--- src/rtl/arbitro_rr_param_pkg.sv ---
// Shared definitions for the round-robin FIFO-to-FIFO arbiter.
// Holds the default channel count and data width, the arbitration mode
// encoding, and a constant-foldable ceil(log2) helper.
package arbitro_rr_param_pkg;

    localparam int NCH_DEFAULT = 4;
    localparam int DW_DEFAULT  = 10;

    typedef enum logic {
        MODE_FIXED = 1'b0,
        MODE_RR    = 1'b1
    } arb_mode_e;

    function automatic int clog2_f(input int value);
        int r;
        r = 0;
        while ((1 << r) < value) r++;
        return r;
    endfunction

endpackage

--- src/rtl/arbitro_rr_param_if.sv ---
// Bus bundle for the arbiter.
//   mode        : 0 fixed priority, 1 round robin
//   empty       : per-source FIFO empty flags
//   data_poped  : per-source show-ahead head words, source i at [i*DW +: DW]
//   alm_full    : per-destination almost-full flags
//   pop / push  : one-hot-or-zero strobes to source / destination FIFOs
//   data_pushed : per-destination data, destination j at [j*DW +: DW]
//   idle        : nothing popped this cycle and no push pending
//   xfer_count  : completed pushes since reset, wrapping
// master = environment side, slave = arbiter side.
interface arbitro_rr_param_if #(
    parameter int NCH = arbitro_rr_param_pkg::NCH_DEFAULT,
    parameter int DW  = arbitro_rr_param_pkg::DW_DEFAULT
);
    logic                mode;
    logic [NCH-1:0]      empty;
    logic [NCH*DW-1:0]   data_poped;
    logic [NCH-1:0]      alm_full;
    logic [NCH-1:0]      pop;
    logic [NCH-1:0]      push;
    logic [NCH*DW-1:0]   data_pushed;
    logic                idle;
    logic [15:0]         xfer_count;

    modport master (
        output mode, empty, data_poped, alm_full,
        input  pop, push, data_pushed, idle, xfer_count
    );

    modport slave (
        input  mode, empty, data_poped, alm_full,
        output pop, push, data_pushed, idle, xfer_count
    );
endinterface

--- src/rtl/arbitro_rr_param_rr_priority_sel.sv ---
// Grant search: returns a one-hot grant for the first set request found
// scanning upward from start (round robin) or from index 0 (fixed
// priority), wrapping modulo NCH.
//   req   : request vector
//   start : first index examined in round-robin mode
//   mode  : arbitration mode
//   grant : one-hot-or-zero result
module rr_priority_sel
    import arbitro_rr_param_pkg::*;
#(
    parameter int NCH = NCH_DEFAULT,
    parameter int LW  = clog2_f(NCH)
) (
    input  logic [NCH-1:0] req,
    input  logic [LW-1:0]  start,
    input  logic           mode,
    output logic [NCH-1:0] grant
);
    logic [LW-1:0] base;
    logic [LW-1:0] idx;
    logic          found;

    // NCH is a power of two, so the LW-bit add wraps modulo NCH for free.
    always_comb begin
        grant = '0;
        found = 1'b0;
        idx   = '0;
        base  = (mode == MODE_RR) ? start : '0;
        for (int i = 0; i < NCH; i++) begin
            idx = base + LW'(i);
            if (!found && req[idx]) begin
                grant[idx] = 1'b1;
                found      = 1'b1;
            end
        end
    end
endmodule

--- src/rtl/arbitro_rr_param.sv ---
// Routes words from NCH show-ahead source FIFOs to NCH destination FIFOs.
// The destination is the top log2(NCH) bits of each word. One source is
// granted per cycle (pop, combinational); the word is registered and
// pushed to its destination on the following cycle.
//   clk : sole clock
//   rst : asynchronous active-low reset
//   bus : arbitro_rr_param_if slave modport
module arbitro_rr_param
    import arbitro_rr_param_pkg::*;
#(
    parameter int NCH = NCH_DEFAULT,
    parameter int DW  = DW_DEFAULT
) (
    input  logic              clk,
    input  logic              rst,
    arbitro_rr_param_if.slave bus
);
    localparam int LW = clog2_f(NCH);

    logic [NCH-1:0] elig;
    logic [NCH-1:0] grant;
    logic [LW-1:0]  grant_idx;
    logic [LW-1:0]  start_idx;
    logic [DW-1:0]  word_sel;

    logic           run_q, run_d;
    logic [LW-1:0]  last_grant_q, last_grant_d;
    logic           push_vld_q, push_vld_d;
    logic [LW-1:0]  push_dest_q, push_dest_d;
    logic [DW-1:0]  push_word_q, push_word_d;
    logic [15:0]    xfer_count_q, xfer_count_d;

    // run_q holds off pops until the first clock edge seen out of reset.
    always_comb begin
        elig = '0;
        for (int i = 0; i < NCH; i++) begin
            if (!bus.empty[i] && !bus.alm_full[bus.data_poped[i*DW + DW - 1 -: LW]])
                elig[i] = run_q;
        end
    end

    assign start_idx = last_grant_q + LW'(1);

    rr_priority_sel #(.NCH(NCH), .LW(LW)) u_sel (
        .req   (elig),
        .start (start_idx),
        .mode  (bus.mode),
        .grant (grant)
    );

    always_comb begin
        grant_idx = '0;
        for (int i = 0; i < NCH; i++) begin
            if (grant[i]) grant_idx = LW'(i);
        end
    end

    assign word_sel = bus.data_poped[grant_idx*DW +: DW];

    always_comb begin
        run_d        = 1'b1;
        last_grant_d = last_grant_q;
        push_vld_d   = |grant;
        push_dest_d  = push_dest_q;
        push_word_d  = push_word_q;
        xfer_count_d = xfer_count_q + {15'd0, push_vld_q};
        if (|grant) begin
            last_grant_d = grant_idx;
            push_word_d  = word_sel;
            push_dest_d  = word_sel[DW-1 -: LW];
        end
    end

    // A pending push always completes: alm_full is only consulted at pop time.
    always_comb begin
        bus.push        = '0;
        bus.data_pushed = '0;
        if (push_vld_q) begin
            bus.push[push_dest_q]                  = 1'b1;
            bus.data_pushed[push_dest_q*DW +: DW]  = push_word_q;
        end
    end

    assign bus.pop        = grant;
    assign bus.idle       = ~(|grant) & ~push_vld_q;
    assign bus.xfer_count = xfer_count_q;

    always_ff @(posedge clk or negedge rst) begin
        if (!rst) begin
            run_q        <= 1'b0;
            last_grant_q <= LW'(NCH - 1);
            push_vld_q   <= 1'b0;
            push_dest_q  <= '0;
            push_word_q  <= '0;
            xfer_count_q <= '0;
        end else begin
            run_q        <= run_d;
            last_grant_q <= last_grant_d;
            push_vld_q   <= push_vld_d;
            push_dest_q  <= push_dest_d;
            push_word_q  <= push_word_d;
            xfer_count_q <= xfer_count_d;
        end
    end
endmodule

--- src/flat_wrapper.sv ---
// flat-port wrapper written by rule: the top's interface ports become plain ports
module arbitro_rr_param_flat import arbitro_rr_param_pkg::*;
#(
    parameter int NCH = NCH_DEFAULT,
    parameter int DW  = DW_DEFAULT
)
  (clk, rst, bus_mode, bus_empty, bus_data_poped, bus_alm_full, bus_pop, bus_push, bus_data_pushed, bus_idle, bus_xfer_count);
  arbitro_rr_param_if #(.NCH(NCH), .DW(DW)) bus_i ();
  input  logic clk;
  input  logic rst;
  input wire logic [$bits(bus_i.mode)-1:0] bus_mode;
  input wire logic [$bits(bus_i.empty)-1:0] bus_empty;
  input wire logic [$bits(bus_i.data_poped)-1:0] bus_data_poped;
  input wire logic [$bits(bus_i.alm_full)-1:0] bus_alm_full;
  output wire logic [$bits(bus_i.pop)-1:0] bus_pop;
  output wire logic [$bits(bus_i.push)-1:0] bus_push;
  output wire logic [$bits(bus_i.data_pushed)-1:0] bus_data_pushed;
  output wire logic [$bits(bus_i.idle)-1:0] bus_idle;
  output wire logic [$bits(bus_i.xfer_count)-1:0] bus_xfer_count;
  assign bus_i.mode = bus_mode;
  assign bus_i.empty = bus_empty;
  assign bus_i.data_poped = bus_data_poped;
  assign bus_i.alm_full = bus_alm_full;
  assign bus_pop = bus_i.pop;
  assign bus_push = bus_i.push;
  assign bus_data_pushed = bus_i.data_pushed;
  assign bus_idle = bus_i.idle;
  assign bus_xfer_count = bus_i.xfer_count;
  arbitro_rr_param #(.NCH(NCH), .DW(DW)) u_core (.clk(clk), .rst(rst), .bus(bus_i));
endmodule
--- config.mk ---
export PLATFORM = sky130hd
export DESIGN_NAME = arbitro_rr_param_flat
export DESIGN_NICKNAME = d
export VERILOG_FILES = /design/src/rtl/arbitro_rr_param_pkg.sv /design/src/rtl/arbitro_rr_param_if.sv /design/src/rtl/arbitro_rr_param_rr_priority_sel.sv /design/src/rtl/arbitro_rr_param.sv /design/src/flat_wrapper.sv
export SDC_FILE = /design/constraint.sdc
export NUM_CORES = 1
export LEC_CHECK = 0
export ABC_AREA = 1
export CAP_MARGIN = 20
export CORE_MARGIN = 2
export CORE_UTILIZATION = 31
export CTS_BUF_LIST = sky130_fd_sc_hd__clkbuf_8 sky130_fd_sc_hd__clkbuf_16
export DETAILED_ROUTE_END_ITERATION = 10
export PLACE_DENSITY_LB_ADDON = 0.08
export SLEW_MARGIN = 10
export SYNTH_ARGS = -nofsm -noshare
export SYNTH_HDL_FRONTEND = slang
export SYNTH_SLANG_ARGS = --single-unit
--- constraint.sdc ---
create_clock -name clk -period 3.35 [get_ports clk]
set_input_delay 0.67 -clock clk [delete_from_list [all_inputs] [get_ports clk]]
set_output_delay 0.67 -clock clk [all_outputs]
set_load 0.1 [all_outputs]
==> reports/results.txt <==
Final std cells w/o fill: 820
Gate Count Post-Synth: 549
GRT Total Usage: 18.4%
Startpoint Class: input port
Ant diodes: 0
Die area: 11,400 um2
Yosys cell types: 38
CTS buffer count: 5
CP arrival: 2.61 ns
Layout cells sized above 1: 30.8%
Layout area overhead: 74.3%
Slew Viols, Final: 0
Max Cap Viol: 0
DRC Markers: 0
Post-layout min period: 3.28 ns
Vias per Instance: 4.79
YS warnings: 0
Crit-path slowest cell: clkdlybuf4s50_1
I/O Buffers: 115
Least-Margin Pin Slew: 0.675 ns
Worst-path clk slew: 0.07 ns
Die W: 107 um
Antenna Nets Post-Route: 0
Fin util: 55.3%
WP buf/inv: 2
Multi-input logic area: 2470 um2
Final Hold Fails: 0
DR vias: 3,924
Drt pass-1 iters: 4
Drt initial violations: 180
Clock Skew: 0.00583 ns
Peak per-stage delay on the critical path: 0.40 ns
Worst Reg2Reg Path Length in Cells: 18
Fill count: 986
FP Rows: 37
RR Startpoint: u_core.last_grant_q[0]$_DFFE_PN1P_
Syn_nets: 615
Core area: 10,300 um2
Sequential share of the synthesized area: 23.1%
Die H: 107 um
WP depth: 13
Relative slew slack: 54.7%
CTS tree: yes
Clock buffer depth: 2
Hold Crit Class: reg -> reg
IO Pins: 116
CP Max Fanout: 8
Total congestion overflow: 0
Final period utilization: 97.9%
Total wire length: 10.7 mm
Placed insts: 809
Status: complete, no violations
Flip-flop and latch area: 754 um2
First-pass GRT wire length: 17.3 mm
H-Tree Depth: 2
Top Family by Delay on Critical Path: simple AND/OR/NAND/NOR gates
WS Path Type: in -> out
Clock Sinks: 30
FMAX: 305 MHz
CP Cell Sequence: clkdlybuf4s50_1 -> nor2_1 -> nand4_1 -> nand2_1 -> nand2_2 -> nand2_4 -> nor2_8 -> nand3_2 -> nand4_1 -> nor2_4 -> nand2_2 -> nor2_4 -> buf_12
Worst EP required: 2.68 ns
WL/cell: 13.1 um
CP Capture Type: output pin
Initial Util: 31.7%
CP endpoint: bus_idle
Root buffer selected by CTS: clkbuf_8
Vias in the first global route: 3,742
R2R setup slack: 0.70 ns
Setup Viol. Count Final: 0
Fin nets: 749
DP HPWL: 8.55 mm
Initial antenna violation count: 0
Netlist Area Pre-Place: 3260 um2
Commonest cells after routing, fill and taps aside: nand2_1, inv_1, buf_4
Worst Setup SP: bus_empty[1]
Pin count of the biggest net entering global routing: 31
Gpl congestion: 0.845
Leading cell type in the layout, fill and taps excluded: nand2_1
FF-to-FF End: u_core.push_word_q[3]$_DFFE_PN0P_
Synthesized area per cell: 5.94 um2
Clk Latency, worst-skew pair: 0.28 ns
Yosys reg bits: 30
## kinds of logic after synthesis
logic type	count (synthesis)	synth area share, %
other	1	0.115
flip-flops	30	23.1
AO/OA/AOI/OAI	42	7.87
XOR/XNOR	13	3.49
AND/OR/NAND/NOR	334	45.1
buffers and inverters	114	14.6
adder cells (fa/ha/maj)	15	5.76
## what timing repair did
action | 4_1_cts | 5_1_grt
setup buffers | 1 | 2
hold buffers | 0 | 0
gates resized for setup | 7 | 56
setup endpoints to repair | 3 | 17
pin swaps | 9 | 27
gates cloned | 0 | 0
## how the worst min path moves through the flow
stage	startpoint	end	slack (ns)	cells after the start
global placement	u_core.bus.xfer_count[15]$_DFF_PN0_	u_core.bus.xfer_count[15]$_DFF_PN0_	0.47	1
global route	u_core.bus.xfer_count[15]$_DFF_PN0_	u_core.bus.xfer_count[15]$_DFF_PN0_	0.50	1
finish	u_core.push_word_q[5]$_DFFE_PN0P_	u_core.push_word_q[5]$_DFFE_PN0P_	0.49	2
floorplan	rst	u_core.bus.xfer_count[0]$_DFF_PN0_	0.37	0
detailed placement	u_core.bus.xfer_count[15]$_DFF_PN0_	u_core.bus.xfer_count[15]$_DFF_PN0_	0.46	1
CTS	u_core.bus.xfer_count[15]$_DFF_PN0_	u_core.bus.xfer_count[15]$_DFF_PN0_	0.48	1
## flip-flops by register name, summed over array words and instances (netlist names)
register / cells
u_core.push_word_q: 9
u_core.push_dest_q: 1
u_core.bus.xfer_count: 16
u_core.last_grant_q: 2
u_core.run_q: 1
u_core.push_vld_q: 1
## layout make-up
cell class | count | area share (%)
Multi-Input combinational cell | 405 | 43.5
Tap cell | 136 | 2.99
Clock buffer | 5 | 1.21
Timing Repair Buffer | 146 | 32.0
Clock inverter | 3 | 0.705
Inverter | 95 | 6.34
Sequential cell | 30 | 13.3
## routing by layer
layer | GRT usage (%) | share of wire, % | up-vias
li1 | - | - | 1977
met1 | 22.9 | 44 | 1841
met2 | 34.0 | 51 | 94
met3 | 2.70 | 4.1 | 12
met4 | 3.15 | 1.1 | 0
met5 | 0 | 0 | -
## cell usage after synthesis
library cell	number	area, um2
inv_2	4	15.0
nor2_2	4	25.0
clkbuf_1	7	26.3
buf_2	2	10.0
o311ai_0	1	8.76
nand3b_4	1	20.0
nand2_4	1	11.3
o31ai_1	2	15.0
nor2_1	72	270
o21ai_0	14	70.1
a21boi_0	1	7.51
dfstp_2	2	52.6
o22ai_1	3	18.8
dfrtp_1	28	701
a21oi_1	8	40.0
nor3_4	1	16.3
nand3_1	52	260
nand3_2	3	30.0
o211ai_1	4	30.0
nand2_2	6	37.5
xnor2_1	4	35.0
nand2_1	169	634
nand4_1	12	75.1
xor2_1	9	78.8
conb_1	1	3.75
o32ai_1	2	17.5
ha_1	15	188
a31oi_1	5	31.3
buf_6	3	33.8
nor3_1	10	50.1
a2111oi_0	1	8.76
o2111ai_1	1	8.76
nor2_8	1	20.0
nor3b_1	1	7.51
nor2_4	1	11.3
buf_1	1	3.75
buf_4	6	45.0
inv_1	91	342
## per-stage QoR
stage / worst slack [ns] / instance area [um2] / hold slack [ns] / TNS (ns)
floorplan: -1.15 / 3570 / 0.374 / -4.64
global placement: -0.0569 / 5370 / 0.472 / -0.0646
detailed placement: -0.112 / 5370 / 0.464 / -0.160
CTS: 0.0208 / 5500 / 0.485 / 0
global route: -0.0151 / 5680 / 0.498 / -0.0151
finish: 0.0712 / 5680 / 0.488 / 0
## worst min-delay path: stages, from the launching register on
cell,delay (ns)
dfrtp_1,0.35
nand2_1,0.05
nand2_1,0.06
Power is left out: the tool's default activity adds up to more than one toggle a clock period on the data nets, which glitch-free logic cannot reach.
